==> config.mk <==
export PLATFORM = sky130hd
export DESIGN_NAME = lbg_vq_distortion
export DESIGN_NICKNAME = d
export VERILOG_FILES = /design/src/rtl/lbg_vq_distortion.sv
export SDC_FILE = /design/constraint.sdc
export NUM_CORES = 1
export LEC_CHECK = 0
export CELL_PAD_IN_SITES_DETAIL_PLACEMENT = 0
export CELL_PAD_IN_SITES_GLOBAL_PLACEMENT = 1
export CORE_ASPECT_RATIO = 1.5
export CORE_MARGIN = 4
export CORE_UTILIZATION = 47
export DETAILED_ROUTE_END_ITERATION = 6
export GPL_TIMING_DRIVEN = 0
export PLACE_DENSITY = 0.93
export SLEW_MARGIN = 20
export SYNTH_ARGS = -nofsm -noshare
export SYNTH_HDL_FRONTEND = slang
export SYNTH_SLANG_ARGS = --single-unit
==> constraint.sdc <==
create_clock -name clk -period 3.8 [get_ports clk]
set_input_delay 0.38 -clock clk [delete_from_list [all_inputs] [get_ports clk]]
set_output_delay 0.38 -clock clk [all_outputs]
set_load 0.02 [all_outputs]
==> src/rtl/lbg_vq_distortion.sv <==
// Nearest-codeword search over MFCC frames: per frame, finds the codeword with the
// minimum squared-Euclidean distance, streams its index and accumulates the distortion.
module lbg_vq_distortion #(
  parameter int DIM         = 13,
  parameter int DW          = 14,
  parameter int MAX_CW_LOG2 = 4,
  parameter int FRAME_AW    = 9,
  parameter int FEAT_AW     = 13,
  parameter int CB_AW       = 8,
  parameter int ACC_W       = 48,
  parameter int RD_LAT      = 1
) (
  input  logic                   clk,
  input  logic                   rst_n,
  input  logic                   start,
  input  logic                   clear,
  input  logic                   acc_mode,
  input  logic [FRAME_AW-1:0]    num_frames,
  input  logic [2:0]             cw_log2,
  output logic                   busy,
  output logic                   done,
  output logic                   err,
  output logic [FEAT_AW-1:0]     feat_rd_addr,
  input  logic [DW-1:0]          feat_rd_data,
  output logic [CB_AW-1:0]       cb_rd_addr,
  input  logic [DW-1:0]          cb_rd_data,
  output logic                   assign_valid,
  output logic [FRAME_AW-1:0]    assign_frame,
  output logic [MAX_CW_LOG2-1:0] assign_idx,
  output logic [ACC_W-1:0]       dist_total,
  output logic                   ovf
);

  localparam int DCNT_W = ($clog2(DIM) > 0) ? $clog2(DIM) : 1;
  localparam int LAT_W  = ($clog2(RD_LAT + 1) > 0) ? $clog2(RD_LAT + 1) : 1;
  localparam int SUM_W  = 2 * DW + 2 + $clog2(DIM);
  localparam int ADD_W  = ((ACC_W > SUM_W) ? ACC_W : SUM_W) + 1;
  localparam int K_W    = MAX_CW_LOG2 + 1;

  typedef enum logic [2:0] {
    S_IDLE  = 3'd0,
    S_ISSUE = 3'd1,
    S_DRAIN = 3'd2,
    S_CMP   = 3'd3,
    S_FRAME = 3'd4,
    S_DONE  = 3'd5
  } state_t;

  state_t                  state_r, state_nx;
  logic [DCNT_W-1:0]       d_r;
  logic [LAT_W-1:0]        lat_r;
  logic [MAX_CW_LOG2-1:0]  k_r, min_idx_r;
  logic [FRAME_AW-1:0]     frame_r, nframes_r;
  logic [2:0]              cw_r;
  logic [SUM_W-1:0]        cw_sum_r, min_sum_r;
  logic [RD_LAT-1:0]       vld_r;
  logic signed [DW:0]      diff_s;
  logic signed [2*DW+1:0]  prod_s;
  logic [2*DW+1:0]         sq_s;
  logic [K_W-1:0]          last_k_s;
  logic [ADD_W-1:0]        sum_s;

  // Distance arithmetic and saturating-add operands
  always_comb begin
    diff_s   = $signed({feat_rd_data[DW-1], feat_rd_data}) - $signed({cb_rd_data[DW-1], cb_rd_data});
    prod_s   = diff_s * diff_s;
    sq_s     = $unsigned(prod_s);
    last_k_s = (K_W'(1) << cw_r) - K_W'(1);
    sum_s    = ADD_W'(dist_total) + ADD_W'(min_sum_r);
  end

  // FSM state register
  always_ff @(posedge clk or negedge rst_n) begin
    if (!rst_n) state_r <= S_IDLE;
    else        state_r <= state_nx;
  end

  // FSM next-state logic; clear overrides every transition
  always_comb begin
    state_nx = state_r;
    case (state_r)
      S_IDLE: begin
        if (!start)                              state_nx = S_IDLE;
        else if (cw_log2 > 3'(MAX_CW_LOG2))      state_nx = S_DONE;
        else if (num_frames == '0)               state_nx = S_DONE;
        else                                     state_nx = S_ISSUE;
      end
      S_ISSUE: begin
        if (d_r == DCNT_W'(DIM - 1)) state_nx = S_DRAIN;
        else                         state_nx = S_ISSUE;
      end
      S_DRAIN: begin
        if (lat_r == LAT_W'(RD_LAT - 1)) state_nx = S_CMP;
        else                             state_nx = S_DRAIN;
      end
      S_CMP: begin
        if ({1'b0, k_r} < last_k_s) state_nx = S_ISSUE;
        else                        state_nx = S_FRAME;
      end
      S_FRAME: begin
        if (frame_r == nframes_r - FRAME_AW'(1)) state_nx = S_DONE;
        else                                     state_nx = S_ISSUE;
      end
      S_DONE:  state_nx = S_IDLE;
      default: state_nx = S_IDLE;
    endcase
    if (clear) state_nx = S_IDLE;
    else       state_nx = state_nx;
  end

  // Datapath, counters, address generation and registered outputs
  always_ff @(posedge clk or negedge rst_n) begin
    if (!rst_n) begin
      d_r <= '0; lat_r <= '0; k_r <= '0; min_idx_r <= '0;
      frame_r <= '0; nframes_r <= '0; cw_r <= 3'd0;
      cw_sum_r <= '0; min_sum_r <= '0; vld_r <= '0;
      busy <= 1'b0; done <= 1'b0; err <= 1'b0; ovf <= 1'b0;
      feat_rd_addr <= '0; cb_rd_addr <= '0;
      assign_valid <= 1'b0; assign_frame <= '0; assign_idx <= '0;
      dist_total <= '0;
    end else if (clear) begin
      d_r <= '0; lat_r <= '0; k_r <= '0; min_idx_r <= '0;
      frame_r <= '0; nframes_r <= '0; cw_r <= 3'd0;
      cw_sum_r <= '0; min_sum_r <= '0; vld_r <= '0;
      busy <= 1'b0; done <= 1'b0; err <= 1'b0; ovf <= 1'b0;
      assign_valid <= 1'b0; assign_frame <= '0; assign_idx <= '0;
      dist_total <= '0;
    end else begin
      done         <= (state_nx == S_DONE);
      assign_valid <= 1'b0;
      busy         <= (state_nx != S_IDLE) && (state_nx != S_DONE);
      // Returned-pair strobe: the issue strobe delayed by the RAM latency
      vld_r <= (vld_r << 1) | RD_LAT'(state_r == S_ISSUE);
      if (vld_r[RD_LAT-1]) cw_sum_r <= cw_sum_r + SUM_W'(sq_s);
      case (state_r)
        S_IDLE: begin
          if (start) begin
            nframes_r <= num_frames;
            cw_r      <= cw_log2;
            frame_r   <= '0;
            k_r       <= '0;
            d_r       <= '0;
            if (!acc_mode) begin
              dist_total <= '0;
              ovf        <= 1'b0;
            end
            if (cw_log2 > 3'(MAX_CW_LOG2)) err <= 1'b1;
            if (state_nx == S_ISSUE) begin
              feat_rd_addr <= '0;
              cb_rd_addr   <= '0;
              cw_sum_r     <= '0;
            end
          end
        end
        S_ISSUE: begin
          if (d_r == DCNT_W'(DIM - 1)) begin
            d_r   <= '0;
            lat_r <= '0;
          end else begin
            d_r          <= d_r + DCNT_W'(1);
            feat_rd_addr <= feat_rd_addr + FEAT_AW'(1);
            cb_rd_addr   <= cb_rd_addr + CB_AW'(1);
          end
        end
        S_DRAIN: lat_r <= lat_r + LAT_W'(1);
        S_CMP: begin
          if ((k_r == '0) || (cw_sum_r < min_sum_r)) begin
            min_sum_r <= cw_sum_r;
            min_idx_r <= k_r;
          end
          // Next codeword: rewind the feature pointer to the frame base
          if (state_nx == S_ISSUE) begin
            k_r          <= k_r + MAX_CW_LOG2'(1);
            feat_rd_addr <= feat_rd_addr - FEAT_AW'(DIM - 1);
            cb_rd_addr   <= cb_rd_addr + CB_AW'(1);
            cw_sum_r     <= '0;
          end
        end
        S_FRAME: begin
          if (|sum_s[ADD_W-1:ACC_W]) begin
            dist_total <= '1;
            ovf        <= 1'b1;
          end else begin
            dist_total <= sum_s[ACC_W-1:0];
          end
          assign_valid <= 1'b1;
          assign_frame <= frame_r;
          assign_idx   <= min_idx_r;
          k_r          <= '0;
          if (state_nx == S_ISSUE) begin
            frame_r      <= frame_r + FRAME_AW'(1);
            feat_rd_addr <= feat_rd_addr + FEAT_AW'(1);
            cb_rd_addr   <= '0;
            cw_sum_r     <= '0;
          end
        end
        S_DONE:  k_r <= '0;
        default: k_r <= '0;
      endcase
    end
  end

endmodule

**Word-level counts from Yosys, hierarchy flattened**

Index checks and enable logic that the tools add are counted.
W data, S select, Z words.

- Register bits: 193
- Bits in latches: 0
- RAM bits: 0
- Bits in read-only memories: 0
- Output and inout bits: 87
- Logic and storage cells: 163
- Memories: 0

- $add $sub $neg: 12
- Multipliers: 1
- Divide/modulo/power cells: 0
- Order comparisons: 3
- Equality and inequality tests: 21
- Shift operators: 1
- Mux-type cells: 74
- Bitwise gates (word level): 1
- Reductions and logical operators: 29

Operator list:

| operator | number |
|---|---|
| $mux W34 | 7 |
| $mux W48 | 4 |
| $pmux W48 S2 | 1 |
| $mux W9 | 8 |
| $pmux W34 S2 | 1 |
| $mux W13 | 5 |
| $pmux W13 S4 | 1 |
| $add A48 B34 Y49 | 1 |
| $mux W4 | 10 |
| $add A34 B30 Y34 | 1 |
| $lt A34 B34 Y1 | 1 |
| $mux W8 | 4 |
| $pmux W8 S4 | 1 |
| $mul A15 B15 Y30 | 1 |
| $mux W3 | 9 |
| $ne A3 B3 Y1 const B | 7 |
| $pmux W9 S2 | 1 |
| $mux W1 | 16 |
| $pmux W3 S5 | 1 |
| $sub A14 B14 Y15 | 1 |
| $add A13 B1 Y13 const B | 1 |
| $sub A13 B4 Y13 const B | 1 |
| $pmux W4 S3 | 1 |
| $reduce_and A3 Y1 | 4 |
| 33 further kinds | 54 |

**Depth between registers and ports, before layout**

Gate-level depths: netlist of run 1.

- Depth after elaboration: 11
- Depth in mapped cells: 47

**Worst setup path after synthesis of run 1**

No wires, ideal clock.

- Kind: input -> register
- Start point: in feat_rd_data[0]
- End point: reg cw_sum_r[30]
- Library setup time: 0.132 ns
- Arrival time: 9.408 ns
- Required time: 3.668 ns
- Path slack: -5.740 ns
- Stages: 42
- Path buffers: 0
- Cell sequence: inv_1 ha_1 inv_2 fa_1 a21o_1 a21oi_1 nor2b_1 o211ai_1 a21oi_1 nor3_1 xor2_1 inv_2 nand2_1 fa_1 fa_1 inv_1 fa_1 fa_1 [6 not listed] nor2_1 a211o_1 a21oi_1 o21bai_1 a21oi_1 xnor2_1 ha_1 a21o_1 a21o_1 a21oi_1 o21ai_1 nor4_2 o41ai_1 a21o_1 a311o_1 a41oi_1 xor2_1 nor2_1

- Word-level cells in the longest chain between the ends: 8

RTL lines:

| element | line | text |
|---|---|---|
| start: declaration | 24 | `input logic [DW-1:0] feat_rd_data,` |
| $sub A14 B14 Y15 (*) | 65 | `diff_s = $signed({feat_rd_data[DW-1], feat_rd_data}) - $signed({cb_rd_data[DW-1], cb_rd_data});` |
| $mul A15 B15 Y30 (*) | 66 | `prod_s = diff_s * diff_s;` |
| $add A34 B30 Y34 (*) | 134 | `if (vld_r[RD_LAT-1]) cw_sum_r <= cw_sum_r + SUM_W'(sq_s);` |
| $mux W34 (*) | 134 |  |
| $mux W34 | 148, 172, 190 |  |
| $mux W34 | 137 | `if (start) begin` |
| $pmux W34 S2 (*) | 135 | `case (state_r)` |
| $mux W34 (*) | 121 | `end else if (clear) begin` |
| end signal: assignment | 134 |  |
| end: declaration | 55 | `logic [SUM_W-1:0] cw_sum_r, min_sum_r;` |

Every way passes the cells marked *; elsewhere a longest branch is shown, timed or not.
A chain may end at the register's enable or synchronous reset.

**Final worst setup path of run 1**

Ends and elaborated chain as after synthesis.

==> results of run 1 <==
-- per-stage QoR --
step	hold slack [ps]	utilization, %
4_1_cts	464	57.8
2_1_floorplan	84.4	-
5_1_grt	490	58.9
3_5_place_dp	347	53.8
6_report	438	58.9
3_3_place_gp	470	53.6
-- worst max-delay path, delay by kind of cell --
| family | cells | cell delay [ps] |
|---|---|---|
| adders and majority gates | 10 | 4180 |
| xor gates and xnor gates | 3 | 560 |
| and+or+nand+nor | 7 | 1050 |
| AOI/OAI and AO/OA | 16 | 2700 |
| buffers and inverters | 8 | 710 |
-- cell families (layout without fill, tap and decap cells) --
logic type | count (synthesis) | count (layout)
AO/OA/AOI/OAI | 553 | 553
XOR/XNOR | 124 | 124
adder cells (fa/ha/maj) | 406 | 406
buffers and inverters | 447 | 712
flip-flops | 193 | 193
multiplexers | 27 | 27
AND/OR/NAND/NOR | 705 | 705
-- flip-flops by register name (all words and copies together), names as in the netlist --
register,flops
dist_total,48
cw_sum_r,34
min_sum_r,34
feat_rd_addr,13
assign_frame,9
frame_r,9
nframes_r,9
cb_rd_addr,8
assign_idx,4
d_r,4
k_r,4
min_idx_r,4
cw_r,3
state_r,3
assign_valid,1
busy,1
done,1
err,1
lat_r,1
ovf,1
vld_r,1
-- final cells by class --
class	instances	area (um^2)	share of cell area, %
timing repair buffer	233	2260	8.73
multi-input combinational	1815	15600	60.2
tap	576	721	2.78
inverter	370	1430	5.51
clock inverter	10	168	0.647
buffer	77	412	1.59
sequential	193	4830	18.6
clock buffer	22	484	1.87
-- worst paths after layout --
kind	startpoint	endpoint	cells past startpoint
min in group clk	cb_rd_addr[7]	cb_rd_addr[7]	1
min	rst_n	nframes_r[4]	2
min reg2reg	cb_rd_addr[7]	cb_rd_addr[7]	1
max in group asynchronous	rst_n	cw_sum_r[19]	3
max reg2reg	cw_sum_r[0]	cw_sum_r[30]	13
max	feat_rd_data[0]	cw_sum_r[30]	44
-- layer usage --
metal  wire [um]  track usage [%]  vias up
li1            -                -     8688
met1       20800             24.1     8855
met2       29700             43.5      490
met3        1690             2.47      158
met4        2860             11.3        0
met5           0                0        -
-- cell usage in the layout (no fill, tap or decap), types with 42 or more instances in the layout --
cell,synthesis,layout
nor2_1,207,183
nand2_1,261,242
buf_4,0,71
clkbuf_1,63,56
a21oi_1,200,180
a21o_1,62,62
o21ai_0,92,85
fa_1,196,187
xnor2_1,89,82
nand3_1,76,73
ha_1,210,176
inv_1,358,324
dfrtp_1,193,193
o21ai_1,44,42
clkdlybuf4s50_1,0,121
-- repair_timing --
item | 4_1_cts | 5_1_grt
gates resized for setup | 135 | 75
endpoints found under the setup margin | 74 | 74
pin swaps | 112 | 103
hold endpoints to repair | 61 | 0
buffers inserted | 73 | 31
hold buffers | 1 | 0
==> flow_summary.yaml, run 1 <==
floorplan:
  num_rows: 94
  die_area_mm2: 0.0481
  num_io_pins: 132
  dieWidth_um: 180
  core_area_mm2: 0.0440
  die_h_um: 267
  start_util_pct: 47.6
synth:
  synth_top_family_by_area: "adder cells"
  ys.warnings.count: 0
  ys_seq_area_share_pct: 23.1
  synthXorXnorAreaFrac_pct: 5.18
  synth_most_common_cell: "inv_1"
  yosys.area_share.simple_pct: 14.9
  syn_nets: 2906
  yosys.area_share.adder_pct: 31.3
  synth.distinct_cells: 74
  synth_compound_area_share_pct: 16.2
  synth_area_per_cell_um2: 8.53
  ys_top_cells_by_area: "dfrtp_1 (23%), fa_1 (19%), ha_1 (13%)"
  synth_mux_area_share_pct: 1.29
  synth_top_area_share_pct: 23.1
  postSynthCellCount: 2455
  synth_edf_count: 0
  ys_seq_elements: 193
  ys_async_sr_fraction_pct: 100
  yosys.area.top_type: "dfrtp_1"
  yosys_most_used_dff: "dfrtp_1"
  netlist_area_mm2: 0.0209
  synth_common_cells: "inv_1 (358), nand2_1 (261), ha_1 (210)"
placed_design:
  pre_cts_slack_ps: -6820
  hpwl_mm: 43.3
  place_congestion: 0.912
  place_inst: 3164
  placed_area_mm2: 0.0237
  numPortBuffers: 131
sta:
  rsz0062_at_grt: "true"
  hold_violations: 0
  worstMarginPinSlew_ps: 886
  slew_viol_final: 0
  min_period_ps: 9260
  worst_slack_ps: -5460
  fin_setup_tns_ps: -122090
  fin_crit_sh_pct: 244
  max_slew_margin_pct: 41.0
  setup_viol: 29
  max_clock_freq_mhz: 108
  skew_ps: 15.0
cts:
  cts-root-buf: "clkbuf_16"
  path_clk_slew_ps: 70
  clock_latency_ps: 450
  cts_buffers: 17
  cts.path.max_buffers: 2
  htree_levels: 4
  cts_sinks: 193
  cts_tree: "done"
grt:
  grt.total_usage_pct: 22.5
  grt_max_degree: 73
  grt_pass1_wl_mm: 90.6
  overflow: 0
  antenna_found_initial: 0
  grt_pass1_vias: 19134
critical_path:
  cp-start-kind: "primary input"
  crit_arrival_ps: 9590
  regToRegSetupSlack_ps: 170
  cp_max_fo: 6
  cp_slowest_cell: "fa_1"
  cp-end-kind: "flip-flop"
  critPathKind: "in2reg"
  critPathRequiredTime_ps: 4130
  cp_slowest_stage_delay_ps: 570
  path_common_cell: "fa_1"
finish:
  drive_gt1_share_pct: 13.9
  area_delta_synth_final_pct: 23.8
  antennaDiodeCount: 0
  final_cells: 3296
  fin_nets: 3158
  design_area_mm2: 0.0259
  fill_cells: 3741
detailed_routing:
  dr_total_vias: 18191
  wl_per_cell_um: 16.7
  vias_per_cell: 5.52
  firstDrtPassIters: 5
  ant_nets: 0
  wl_mm: 55.1
  first_iter_violations: 993
  drc: 0
status:
  failed_checks: "setup timing"
  outcome: "complete, but fails checks"
min_path:
  hold_path.class: "in2async"
run:
  drv_cap: 0
Power of run 1 is not shown: default switching activity piles up to over one toggle a cycle in this logic, so the estimate is an artifact.
==> run 2: changes to the inputs <==
- TNS_END_PERCENT: not set -> 20
==> run 2 against run 1 <==
The flow still finishes with violations (setup timing); first-iteration DRC count grew 11%; clock skew grew 2.2 ps; core utilization shrank 1.0 points; flip-flop and latch count is the same; fmax grew 1.5%; via count is essentially flat; hold slack gained 57 ps; setup slack gained 140 ps; critical path depth shrank 1; cell count shrank 0.21%.
==> flow_summary.yaml, run 2 (synthesis results as in run 1) <==
status:
  outcome: "complete, but fails checks"
  failed_checks: "setup timing"
sta:
  max_slew_margin_pct: 41.2
  min_period_ps: 9120
  fin_crit_sh_pct: 240
  rsz0062_at_grt: "true"
  worstMarginPinSlew_ps: 882
  setup_viol: 29
  worst_slack_ps: -5320
  slew_viol_final: 0
  hold_violations: 0
  skew_ps: 17.2
  max_clock_freq_mhz: 110
finish:
  top_register: "dist_total"
  fin_nets: 3151
  drive_gt1_share_pct: 12.2
  area_delta_synth_final_pct: 21.6
  largest_reg_flops: 48
  layout_commonest_cell: "inv_1"
  final_cell_mix: "inv_1 (331), nand2_1 (250), dfrtp_1 (193), nor2_1 (188), fa_1 (188)"
  antennaDiodeCount: 0
  reg.largest.list: "dist_total x48, cw_sum_r x34, min_sum_r x34"
detailed_routing:
  dr_total_vias: 18186
  wl_per_cell_um: 16.5
  wl_mm: 54.3
  firstDrtPassIters: 5
  ant_nets: 0
  first_iter_violations: 1104
  drc: 0
  vias_per_cell: 5.53
placed_design:
  place_congestion: 0.914
  hpwl_mm: 42.6
  numPortBuffers: 131
  pre_cts_slack_ps: -6760
critical_path:
  critPathKind: "in2reg"
  cp_slowest_stage_delay_ps: 570
  critPathRequiredTime_ps: 4120
  cp_max_fo: 4
  cp-start-kind: "primary input"
  crit_arrival_ps: 9440
  cp-end-kind: "flip-flop"
  cp_slowest_cell: "fa_1"
  path_common_cell: "fa_1"
cts:
  cts_tree: "done"
  htree_levels: 4
  cts.path.max_buffers: 2
  cts_buffers: 17
  cts-root-buf: "clkbuf_16"
  clock_latency_ps: 460
  cts_sinks: 193
  path_clk_slew_ps: 70
grt:
  grt_pass1_vias: 18610
  grt_max_degree: 104
  antenna_found_initial: 0
  overflow: 0
  grt.total_usage_pct: 21.9
  grt_pass1_wl_mm: 88.3
floorplan:
  start_util_pct: 47.6
  dieWidth_um: 180
  core_area_mm2: 0.0440
  die_h_um: 267
  die_area_mm2: 0.0481
  num_io_pins: 132
  num_rows: 94
run:
  drv_cap: 0
min_path:
  hold_path.class: "reg2reg"
==> run 2: cell count changes in the layout (fill, tap and decap cells not counted), moves of 8 or more <==
cell,before,now
ha_1,176,186
buf_6,24,7
buf_4,71,86
nand2_1,242,250
inv_2,36,26
ha_4,30,20
==> run 2: through the flow <==
stage / instance area, um^2 / std cells / TNS [ps] / hold WS [ps] / utilization, %
2_1_floorplan: 21300 / 2455 / -112260 / 84.4 / -
3_3_place_gp: 23300 / 3162 / -1235090 / 468 / 53.1
3_5_place_dp: 23400 / 3163 / -160960 / 455 / 53.1
4_1_cts: 24800 / 3256 / -116700 / 490 / 56.4
5_1_grt: 25500 / 3289 / -130330 / 517 / 57.9
6_report: 25500 / 3289 / -120490 / 495 / 57.9
==> run 2: cell type report <==
type | count | area, um^2
Clock inverter | 11 | 178
Multi-Input combinational cell | 1815 | 15400
Timing Repair Buffer | 226 | 2090
Sequential cell | 193 | 4830
Tap cell | 576 | 721
Buffer | 77 | 370
Fill cell | 3844 | 18500
Clock buffer | 21 | 450
Inverter | 370 | 1430
==> run 2: timing repair <==
action                     CTS  global route
gates resized for setup    103            95
hold endpoints to repair    90             0
pin swaps                   92            98
setup buffers               60            33
hold buffers                 1             0
setup endpoints to repair   75           104
==> run 2: final timing paths <==
kind	to	start	slack, ps	cells past startpoint
setup / recovery	cw_sum_r[32]	feat_rd_data[0]	-5320	43
hold / removal	cb_rd_addr[7]	cb_rd_addr[7]	490	1
setup reg to reg	cw_sum_r[32]	cw_sum_r[0]	200	13
hold reg to reg	cb_rd_addr[7]	cb_rd_addr[7]	490	1
max in group asynchronous	cw_sum_r[3]	rst_n	2270	3
min in group asynchronous	nframes_r[5]	rst_n	540	2
==> run 2: critical path, delay by kind of cell <==
| family | cells | cell delay, ps |
|---|---|---|
| xor+xnor | 3 | 500 |
| simple gates | 5 | 710 |
| fa+ha+maj | 10 | 4160 |
| buf+inv | 7 | 590 |
| compound gates | 18 | 3080 |
==> run 2: metal layers <==
layer  vias up  track usage (%)  routed length, um
met5         -                0                  0
li1       8667                -                  -
met4         0             10.1               2280
met1      8872             24.3              20900
met2       507             42.2              29400
met3       140             1.76               1810
Power of run 2 is left out for the same reason.
